==> config.mk <==
export PLATFORM = sky130hd
export DESIGN_NAME = seven_seg_rx
export DESIGN_NICKNAME = d
export VERILOG_FILES = /design/src/rtl/seven_seg_pkg.sv /design/src/rtl/seven_seg_to_nibble.sv /design/src/rtl/seven_seg_rx.sv
export SDC_FILE = /design/constraint.sdc
export NUM_CORES = 1
export LEC_CHECK = 0
export CORE_MARGIN = 2
export CORE_UTILIZATION = 55
export CTS_CLUSTER_DIAMETER = 50
export DETAILED_ROUTE_END_ITERATION = 10
export HOLD_SLACK_MARGIN = 0.06
export PLACE_DENSITY = 0.81
export SLEW_MARGIN = 15
export SYNTH_ARGS = -nofsm -noshare
export SYNTH_HDL_FRONTEND = slang
export SYNTH_SLANG_ARGS = --single-unit
==> constraint.sdc <==
create_clock -name clk -period 2.6 [get_ports clk]
set_input_delay 0.52 -clock clk [delete_from_list [all_inputs] [get_ports clk]]
set_output_delay 0.52 -clock clk [all_outputs]
set_load 0.01 [all_outputs]
==> src/rtl/seven_seg_pkg.sv <==
// Shared constants for the two-digit seven-segment display interface.
// Segment vectors are ordered gfedcba: bit 0 = a, bit 1 = b, ... bit 6 = g,
// and are always normalized (1 = segment lit) before being compared against
// these glyphs. The encoder and the receiver decode both use this table, so
// the two directions cannot drift apart.
package seven_seg_pkg;

  localparam int unsigned SEG_W = 7;

  localparam logic [SEG_W-1:0] SEG_0     = 7'h3F;
  localparam logic [SEG_W-1:0] SEG_1     = 7'h06;
  localparam logic [SEG_W-1:0] SEG_2     = 7'h5B;
  localparam logic [SEG_W-1:0] SEG_3     = 7'h4F;
  localparam logic [SEG_W-1:0] SEG_4     = 7'h66;
  localparam logic [SEG_W-1:0] SEG_5     = 7'h6D;
  localparam logic [SEG_W-1:0] SEG_6     = 7'h7D;
  localparam logic [SEG_W-1:0] SEG_7     = 7'h07;
  localparam logic [SEG_W-1:0] SEG_8     = 7'h7F;
  localparam logic [SEG_W-1:0] SEG_9     = 7'h6F;
  localparam logic [SEG_W-1:0] SEG_A     = 7'h77;
  localparam logic [SEG_W-1:0] SEG_B     = 7'h7C;
  localparam logic [SEG_W-1:0] SEG_C     = 7'h39;
  localparam logic [SEG_W-1:0] SEG_D     = 7'h5E;
  localparam logic [SEG_W-1:0] SEG_E     = 7'h79;
  localparam logic [SEG_W-1:0] SEG_F     = 7'h71;
  localparam logic [SEG_W-1:0] SEG_BLANK = 7'h00;

  // Receiver phase FSM encoding.
  localparam logic [1:0] ST_WAIT_EDGE = 2'd0;
  localparam logic [1:0] ST_SETTLE    = 2'd1;
  localparam logic [1:0] ST_HOLD      = 2'd2;

  function automatic logic [SEG_W-1:0] glyph_of(input logic [3:0] nib);
    logic [SEG_W-1:0] g;
    case (nib)
      4'h0: g = SEG_0;
      4'h1: g = SEG_1;
      4'h2: g = SEG_2;
      4'h3: g = SEG_3;
      4'h4: g = SEG_4;
      4'h5: g = SEG_5;
      4'h6: g = SEG_6;
      4'h7: g = SEG_7;
      4'h8: g = SEG_8;
      4'h9: g = SEG_9;
      4'hA: g = SEG_A;
      4'hB: g = SEG_B;
      4'hC: g = SEG_C;
      4'hD: g = SEG_D;
      4'hE: g = SEG_E;
      default: g = SEG_F;
    endcase
    return g;
  endfunction

endpackage

==> src/rtl/seven_seg_to_nibble.sv <==
// Combinational glyph decoder: normalized gfedcba pattern to hex nibble.
// Ports:
//   seg    in  7  normalized segment pattern
//   hit    out 1  pattern matches one of the 16 hex glyphs
//   nibble out 4  decoded value (0 when no hit)
module seven_seg_to_nibble
  import seven_seg_pkg::*;
(
  input  logic [SEG_W-1:0] seg,
  output logic             hit,
  output logic [3:0]       nibble
);

  always_comb begin
    hit    = 1'b0;
    nibble = 4'h0;
    for (int i = 0; i < 16; i++) begin
      if (seg == glyph_of(4'(i))) begin
        hit    = 1'b1;
        nibble = 4'(i);
      end
    end
  end

endmodule

==> src/rtl/seven_seg_rx.sv <==
// Receiver for a multiplexed two-digit seven-segment bus. Samples seg/ca,
// waits for each digit's pattern to settle, decodes it and reassembles the
// displayed byte.
// Ports:
//   clk     in  1  clock, rising edge
//   rst_n   in  1  asynchronous active-low reset
//   seg_in  in  7  segment lines, bit 0 = a .. bit 6 = g (asynchronous)
//   ca_in   in  1  digit select, 0 = low nibble, 1 = high nibble (asynchronous)
//   value   out 8  last complete byte {digit1, digit0}
//   valid   out 1  one-cycle pulse, value updated this cycle
//   err     out 1  one-cycle pulse, a stable pattern matched no glyph
module seven_seg_rx
  import seven_seg_pkg::*;
#(
  parameter int unsigned STABLE_CNT     = 4,
  parameter bit          SEG_ACTIVE_LOW = 1'b1
) (
  input  logic             clk,
  input  logic             rst_n,
  input  logic [SEG_W-1:0] seg_in,
  input  logic             ca_in,
  output logic [7:0]       value,
  output logic             valid,
  output logic             err
);

  localparam logic [7:0] CntMax = 8'(STABLE_CNT);

  logic [SEG_W:0]   sync1_q, sync2_q;
  logic             ca_s, ca_prev_q, ca_edge;
  logic [SEG_W-1:0] seg_s, seg_prev_q;
  logic             seg_chg;
  logic [1:0]       state_q, state_d;
  logic [7:0]       cnt_q, cnt_d;
  logic             latch, abandon0;
  logic             dec_hit;
  logic [3:0]       dec_nib;
  logic [3:0]       d0_q, d0_d, d1_q, d1_d;
  logic             have_d0_q, have_d0_d;
  logic             pend_valid_q, pend_valid_d, pend_err_q, pend_err_d;
  logic [7:0]       value_q;
  logic             valid_q, err_q;

  assign ca_s    = sync2_q[SEG_W];
  assign seg_s   = SEG_ACTIVE_LOW ? ~sync2_q[SEG_W-1:0] : sync2_q[SEG_W-1:0];
  assign ca_edge = ca_s ^ ca_prev_q;
  assign seg_chg = seg_s != seg_prev_q;

  seven_seg_to_nibble u_dec (
    .seg    (seg_s),
    .hit    (dec_hit),
    .nibble (dec_nib)
  );

  // Phase FSM. A ca edge always restarts the count, even if seg moved too.
  always_comb begin
    state_d  = state_q;
    cnt_d    = cnt_q;
    latch    = 1'b0;
    abandon0 = 1'b0;
    case (state_q)
      ST_WAIT_EDGE: begin
        if (ca_edge) begin
          state_d = ST_SETTLE;
          cnt_d   = 8'd1;
        end
      end
      ST_SETTLE: begin
        if (ca_edge) begin
          cnt_d    = 8'd1;
          abandon0 = ~ca_prev_q;
        end else if (seg_chg) begin
          cnt_d = 8'd1;
        end else begin
          cnt_d = (cnt_q >= CntMax) ? CntMax : cnt_q + 8'd1;
          if (cnt_d == CntMax) begin
            latch   = 1'b1;
            state_d = ST_HOLD;
          end
        end
      end
      ST_HOLD: begin
        if (ca_edge) begin
          state_d = ST_SETTLE;
          cnt_d   = 8'd1;
        end
      end
      default: state_d = ST_WAIT_EDGE;
    endcase
  end

  // Digit registers and frame tracking. Blank or unknown patterns count as
  // an abandoned phase, which breaks a frame only when it is digit 0.
  always_comb begin
    d0_d         = d0_q;
    d1_d         = d1_q;
    have_d0_d    = have_d0_q;
    pend_valid_d = 1'b0;
    pend_err_d   = 1'b0;
    if (abandon0) have_d0_d = 1'b0;
    if (latch) begin
      if (dec_hit) begin
        if (!ca_s) begin
          d0_d      = dec_nib;
          have_d0_d = 1'b1;
        end else begin
          d1_d         = dec_nib;
          pend_valid_d = have_d0_q;
          have_d0_d    = 1'b0;
        end
      end else begin
        pend_err_d = seg_s != SEG_BLANK;
        if (!ca_s) have_d0_d = 1'b0;
      end
    end
  end

  always_ff @(posedge clk or negedge rst_n) begin
    if (!rst_n) begin
      sync1_q      <= '0;
      sync2_q      <= '0;
      ca_prev_q    <= 1'b0;
      seg_prev_q   <= '0;
      state_q      <= ST_WAIT_EDGE;
      cnt_q        <= 8'd0;
      d0_q         <= 4'h0;
      d1_q         <= 4'h0;
      have_d0_q    <= 1'b0;
      pend_valid_q <= 1'b0;
      pend_err_q   <= 1'b0;
      value_q      <= 8'h00;
      valid_q      <= 1'b0;
      err_q        <= 1'b0;
    end else begin
      sync1_q      <= {ca_in, seg_in};
      sync2_q      <= sync1_q;
      ca_prev_q    <= ca_s;
      seg_prev_q   <= seg_s;
      state_q      <= state_d;
      cnt_q        <= cnt_d;
      d0_q         <= d0_d;
      d1_q         <= d1_d;
      have_d0_q    <= have_d0_d;
      pend_valid_q <= pend_valid_d;
      pend_err_q   <= pend_err_d;
      // Outputs trail the latch by one cycle.
      valid_q      <= pend_valid_q;
      err_q        <= pend_err_q;
      if (pend_valid_q) value_q <= {d1_q, d0_q};
    end
  end

  assign value = value_q;
  assign valid = valid_q;
  assign err   = err_q;

endmodule

# == Word level (Yosys, flattened, before mapping) ==
# Index checks and enable logic that the tools add are counted.
# classes
add_sub_neg,1
n_lt_le_gt_ge,1
n_eq_ne,24
n_mux,57
bitwise_logic,4
n_reduce_logical,8
# ops
cell,count
$eq A7 B7 Y1 const B,12
$mux W1,33
$mux W4,8
$mux W8,4
$pmux W8 S2,1
$eq A7 B3 Y1 const B,2
$eq A7 B6 Y1 const B,2
$mux W2,6
$mux W3,4
$add A8 B1 Y8 const B,1
$eq A8 B3 Y1 const B,1
$ge A8 B3 Y1 const B,1
$ne A7 B7 Y1,1
$not A7 Y7,1
$reduce_bool A7 Y1,1
$ne A2 B2 Y1 const B,3
$reduce_and A3 Y1,2
$pmux W2 S2,1
$reduce_and A4 Y1,1
$eq A2 B1 Y1 const B,1
$eq A2 B2 Y1 const B,1
$logic_not A2 Y1,1
$ne A2 B1 Y1 const B,1
$not A1 Y1,2
4 further kinds,4
# word_totals
reg_bits,55
input_bits,10

# == Logic depth before layout (Yosys ltp) ==
# depth
depth_word,20
ltp_mapped,8
ltp_nobuf,7

# == Cells and area by module ==
# Synthesis repeated with hierarchy kept, for this count alone.
# hier_totals
hier_cells,198
area_unflattened_um2,2426.1
# modules_own_cells
module,n_inst,cells_each,area_per_inst_um2
seven_seg_rx,1,136,2013.2
seven_seg_to_nibble,1,62,412.9

# == Worst setup path before layout ==
# OpenSTA, ideal clock, no wires.
# synth_path
path_type,reg-to-reg
start,register cnt_q[0]
end,register d1_q[2]
setup_time_ns,0.128
t_arrival_ns,2.133
required_ns,2.472
slack_ns,0.339
stages_incl_launch_ff,9
n_path_buf,1
period_less_slack_ns,2.261
cell_sequence,dfrtp_1 inv_1 ha_1 nand3b_1 nand4_1 or4b_1 buf_6 a211oi_4 mux2_1
# synth_via
elab_chain_len,8
elab_cells_between_ends,9
classes_between,1 x add/sub; 1 x order compare; 1 x eq/ne; 5 x mux; 1 x reduce/logical
# synth_lines
element,line,text
"start, declared",seven_seg_rx.sv:34,"logic [7:0] cnt_q, cnt_d;"
"start signal, assigned",seven_seg_rx.sv:140,cnt_q <= cnt_d;
$add A8 B1 Y8 or $ge A8 B3 Y1 (tied branches),seven_seg_rx.sv:75,cnt_d = (cnt_q >= CntMax) ? CntMax : cnt_q + 8'd1;
$mux W8 (*),seven_seg_rx.sv:75,
$eq A8 B3 Y1 (*),seven_seg_rx.sv:76,if (cnt_d == CntMax) begin
$mux W1 (*),seven_seg_rx.sv:76,
$mux W1 (*),seven_seg_rx.sv:72,end else if (seg_chg) begin
$mux W1 (*),seven_seg_rx.sv:69,if (ca_edge) begin
$mux W1 (*),seven_seg_rx.sv:61,case (state_q)
$reduce_and A3 Y1 (no line) (*),-,
"end signal, assigned",seven_seg_rx.sv:127,d1_q <= 4'h0;
"end signal, assigned",seven_seg_rx.sv:142,d1_q <= d1_d;
"end, declared",seven_seg_rx.sv:38,"logic [3:0] d0_q, d0_d, d1_q, d1_d;"
# Every way passes the cells marked *; elsewhere a longest branch is shown, timed or not.
# A chain may end at the register's enable or synchronous reset.

# == Worst setup path after layout ==
# layout_path
start,register cnt_q[0]
end,register d0_q[2]
# layout_via
elab_chain_len,8
elab_cells_between_ends,9
classes_between,1 x add/sub; 1 x order compare; 1 x eq/ne; 5 x mux; 1 x reduce/logical
# layout_lines
element,line,text
$add A8 B1 Y8 or $ge A8 B3 Y1 (tied branches),seven_seg_rx.sv:75,
$mux W8 (*),seven_seg_rx.sv:75,
$eq A8 B3 Y1 (*),seven_seg_rx.sv:76,
$mux W1 (*),seven_seg_rx.sv:76,
$mux W1 (*),seven_seg_rx.sv:72,
$mux W1 (*),seven_seg_rx.sv:69,
$mux W1 (*),seven_seg_rx.sv:61,
$reduce_and A3 Y1 (no line) (*),-,
"end signal, assigned",seven_seg_rx.sv:126,d0_q <= 4'h0;
"end signal, assigned",seven_seg_rx.sv:141,d0_q <= d0_d;
"end, declared",seven_seg_rx.sv:38,
# Marked as above.

==> impl_results.md <==
- Final wirelength: 4080 µm
- Largest net degree at the start of global routing: 29
- Via count: 1570
- Flop-to-flop setup slack: 190 ps
- Maxcap violations: 0
- PwrDens: 521 nW/µm²
- FF-to-FF Start: cnt_q[0]$_DFFE_PN0P_
- CTS buffer count: 5
- Synth Flop Type: dfrtp_1
- Number of global-route vias before repair: 1478
- Post-Place Cells: 270
- CTS Sinks: 55
- Synth area leaders: dfrtp_1, mux2_2, xor2_1
- CP max FO: 7
- Root Buffer: clkbuf_8
- Worst Path Buf+Inv: 1
- Post-DP HPWL: 2930 µm
- Final std cells w/o fill: 278
- Mapped cell area: 2430 µm²
- Flops & latches, synth: 55
- RePlAce Congestion: 0.786
- DP Area: 2700 µm²
- CTS tree: yes
- Synth async-reset ratio: 1.00
- Die area: 4960 µm²
- Rel. slew slack: 0.587
- # DRC: 0
- Final instance area: 2790 µm²
- Slowest stage cell on the critical path: or4b_4
- Total power: 1.45 mW
- CTS Buffer Depth: 2
- # rows: 24
- Gr ovfl total: 0
- Diode count: 0
- Unique cell type count in the Yosys netlist: 48
- Number of setup buffers added after CTS: 0
- Final hold vios: 0
- First-pass detailed-route iteration total: 4
- RSZ-0062 raised after global routing: no
- Area growth from synthesis to layout: 15.0%
- Vias/cell: 5.65
- Clock Pin Slew Worst Setup and Hold Paths: 90 ps
- Die width: 70.4 µm
- Sequential Area: 1380 µm²
- Ys Warns: 0
- Crit start category: register
- Critical path class: register to register
- Area leader, netlist: dfrtp_1
- Filler Cells Inserted: 324
- CP Data Arrival Time: 2600 ps
- CP top delay family: simple AND/OR/NAND/NOR gates
- Critical R2R Capture: d0_q[2]$_DFFE_PN0P_
- Layout cells sized above 1: 0.146
- Leakage: 1.27 nW
- Peak supply drop: 0.297 mV
- Initial antenna violation count: 0
- Per-cell routed wire length: 14.7 µm
- Worst path max stage delay: 550 ps
- Cts hold-fix bufs: 0
- Count leader, synth: dfrtp_1
- CORE AREA: 4290 µm²
- Share of the yosys chip area belonging to registers: 0.567
- Req. time, crit path: 2790 ps
- Iter 0 DRT Violations: 89
- Avg Cell Area, Syn: 12.1 µm²
- Syn Nets: 213
- Die H: 70.4 µm
- Min Clock Period, post-route: 2410 ps
- Synth cell count leaders: dfrtp_1, inv_1, nand4_1
- Area of the multi-input gates: 943 µm²
- Crit path cell chain: inv_1 -> ha_1 -> nand3b_1 -> nand4_1 -> or4b_4 -> a211oi_4 -> mux2_1
- Final setup vio count: 0
- Clock Skews: 7.16 ps
- Reg2reg path depth: 7
- First-pass GRT wire length: 6960 µm
- Fin Setup TNS: 0 ps
- IO Port Bufs: 19
- Crit. End Element: register
- Htree depth: 2
- Starting Density: 0.565
- Routed Antenna Nets: 0
- Synth top area share: 0.567
- Crit share post-route: 0.927
- Maximum operating frequency: 415 MHz
- Post_cts resized: 0
- Post-synth EDFFs: 0
- Slew Viols, Final: 0
- GRT Overall Usage: 0.182
- Clk_lat worst skew: 310 ps
- Status: finished clean
- IO Pins: 20
- Worst-margin pin slew: 617 ps
- Cells after synthesis: 200
- Hold WC Path Type: primary input to async pin
- Nets: 238
-- power by group --
part | switching (mW) | total, mW | internal (mW) | leakage (nW)
clock | 0.264 | 0.453 | 0.189 | 0.0412
combinational | 0.0714 | 0.118 | 0.0465 | 0.531
sequential | 0.00889 | 0.882 | 0.874 | 0.703
-- per-layer routing --
layer,vias to the layer above,part of all wire,track usage
met5,-,0,0
met4,0,0.020,0.100
met3,6,0.050,0.0519
li1,752,-,-
met2,45,0.46,0.256
met1,767,0.47,0.253
-- registers in the layout, indices dropped and copies added, names as in the netlist, 2 cells and up --
name        cells
state_q         2
d1_q            4
sync1_q         8
sync2_q         8
value           8
cnt_q           8
d0_q            4
seg_prev_q      7
-- per-stage QoR --
stage,setup WS [ps],hold WS (ps),utilization
2_1_floorplan,339,224,-
3_3_place_gp,169,333,0.629
3_5_place_dp,79.3,336,0.629
4_1_cts,68.9,230,0.649
5_1_grt,42.9,268,0.650
6_report,190,219,0.650
-- worst max-delay path by stage --
| stage | end | cells past startpoint | start |
|---|---|---|---|
| after floorplan | d1_q[2]$_DFFE_PN0P_ | 8 | cnt_q[0]$_DFFE_PN0P_ |
| after global placement | d1_q[1]$_DFFE_PN0P_ | 7 | cnt_q[0]$_DFFE_PN0P_ |
| after detailed placement | d0_q[2]$_DFFE_PN0P_ | 7 | cnt_q[0]$_DFFE_PN0P_ |
| after CTS | d1_q[2]$_DFFE_PN0P_ | 7 | cnt_q[0]$_DFFE_PN0P_ |
| after global routing | d0_q[2]$_DFFE_PN0P_ | 7 | cnt_q[0]$_DFFE_PN0P_ |
| final | d0_q[2]$_DFFE_PN0P_ | 7 | cnt_q[0]$_DFFE_PN0P_ |
-- cells in the final DEF, fill, tap and decap left out, types with 2 or more instances in the layout --
cell             instances
a211oi_4                 2
a21o_1                   2
a21oi_1                  2
clkdlybuf4s50_1         18
a22oi_1                  3
dfrtp_1                 55
nand2_1                  8
clkbuf_8                 5
or3b_1                   2
a211o_1                  3
nor3_1                   7
nor3b_1                  3
ha_1                     3
nor2b_1                  2
nor2_1                   9
nand2b_1                 4
nor4bb_1                 2
mux2_2                   8
buf_4                    9
xor2_1                   8
nor4_1                   2
o21ai_0                  3
a22o_1                   2
and2_1                   6
inv_1                   13
nand3_1                  2
mux2_1                   6
nand3b_1                 2
a32o_1                   2
nand4_1                 10
-- cell families (layout without fill, tap and decap cells) --
kind of cell | Yosys count | after routing | share of synthesized area
AO/OA/AOI/OAI | 28 | 28 | 0.0995
XOR/XNOR | 9 | 9 | 0.0325
adder cells (fa/ha/maj) | 3 | 3 | 0.0155
buffers and inverters | 24 | 50 | 0.0459
flip-flops | 55 | 55 | 0.567
multiplexers | 14 | 14 | 0.0649
AND/OR/NAND/NOR | 67 | 67 | 0.175
-- cell type report --
class                           instances  area share
Tap cell                               52      0.0233
Clock inverter                          2     0.00448
Timing Repair Buffer                   29      0.0977
Sequential cell                        55       0.493
Multi-Input combinational cell        121       0.338
Clock buffer                            6      0.0260
Inverter                               13      0.0175
No activity file was read; power rests on OpenSTA's default activity.
==> RTL change (config.mk and constraints unchanged) <==
Change the package constant `SEG_W` from 7 to 14.
--- a/src/rtl/seven_seg_pkg.sv
+++ b/src/rtl/seven_seg_pkg.sv
@@ -5,7 +5,7 @@
 // the two directions cannot drift apart.
 package seven_seg_pkg;
 
-  localparam int unsigned SEG_W = 7;
+  localparam int unsigned SEG_W = 14;
 
   localparam logic [SEG_W-1:0] SEG_0     = 7'h3F;
   localparam logic [SEG_W-1:0] SEG_1     = 7'h06;
Interface: changed (resized seg_in); port bits go from 20 to 27. No check against the original RTL was run, so the function may have changed too.
==> RTL change against the original RTL <==
- area after synthesis rose by 26%
- total power rose by 55%
- sequential cell count rose by 21
- design area rose by 29%
- maximum frequency fell by 2.0%
- setup slack got worse by 49 ps
- combinational power rose by 11%
- routed wire length rose by 22%
- final cell count rose by 27%
- clock skew rose by 2.7 ps
==> RTL change: results (changes against the original RTL) <==
top post-synthesis cells by area - dfrtp_1 62%, xor2_1 4.0%, mux2_2 2.9%
multi-input gates - 133 (+9.9%)
status - finished clean
switching power of the nets - 503 uW (+46%)
Synth Register Bits - 76 (+38%)
total CTS buffers - 9 (+4)
Rel. slew slack - 54.9% (-3.7 points)
Lkg Pwr - 1.64 nW (+28%)
GR Util met2 - 30.3% (+4.7 points)
Tmin final - 2460 ps (+48.5 ps)
detailed-routed wire length on met3 - 193 um (-4.5%)
Int Pwr - 1.74 mW (+57%)
global-route wire length before repair - 8.91 mm (+28%)
CTS H-Tree Depth - 3 (+1)
crit path from - sync2_q[3]
met1 Track Usage GR - 24.8% (-0.53 points)
DP Area - 0.00341 mm2 (+26%)
R2R depth - 6 (-1)
Mapped Cells - 236 (+18%)
clk pwr - 879 uW (+94%)
setup slack, reg-to-reg - 140 ps (-50 ps)
IO Port Bufs - 26 (+7)
vias in the first global route - 1969 (+33%)
WHS - 213 ps (-5.67 ps)
sequential power share - 55.1% (-5.6 points)
met2 wire len - 2.58 mm (+37%)
post-synth net total - 256 (+20%)
multi-input gate share of total cell area - 28.2% (-5.6 points)
Logic inverters - 19 (+6)
## RTL change: changes by cell type in the layout (fill, tap and decap cells not counted), sizes merged, moves of 4 or more
cell / delta
nand3: +4
nor2b: +4
inv: +7
xor2: +6
o31ai: +5
and2: -5
clkdlybuf4s50: +7
dfrtp: +21
clkbuf: +5
nand2: +8
## RTL change: cells by family (layout without fill, tap and decap cells)
group | count (synthesis) | count (layout) | synth area share (%)
buffers and inverters | 27 | 71 | 4.66
flip-flops | 76 | 76 | 62.1
AO/OA/AOI/OAI | 30 | 30 | 8.54
multiplexers | 14 | 14 | 5.15
AND/OR/NAND/NOR | 70 | 70 | 13.7
XOR/XNOR | 16 | 16 | 4.58
adder cells (fa/ha/maj) | 3 | 3 | 1.23
## RTL change: worst register-to-register path: stages (launching register included)
cell,delay [ps]
dfrtp_1,420
or4_1,540
a2111oi_1,400
a31o_1,200
a21boi_4,110
a211oi_4,330
mux2_1,350
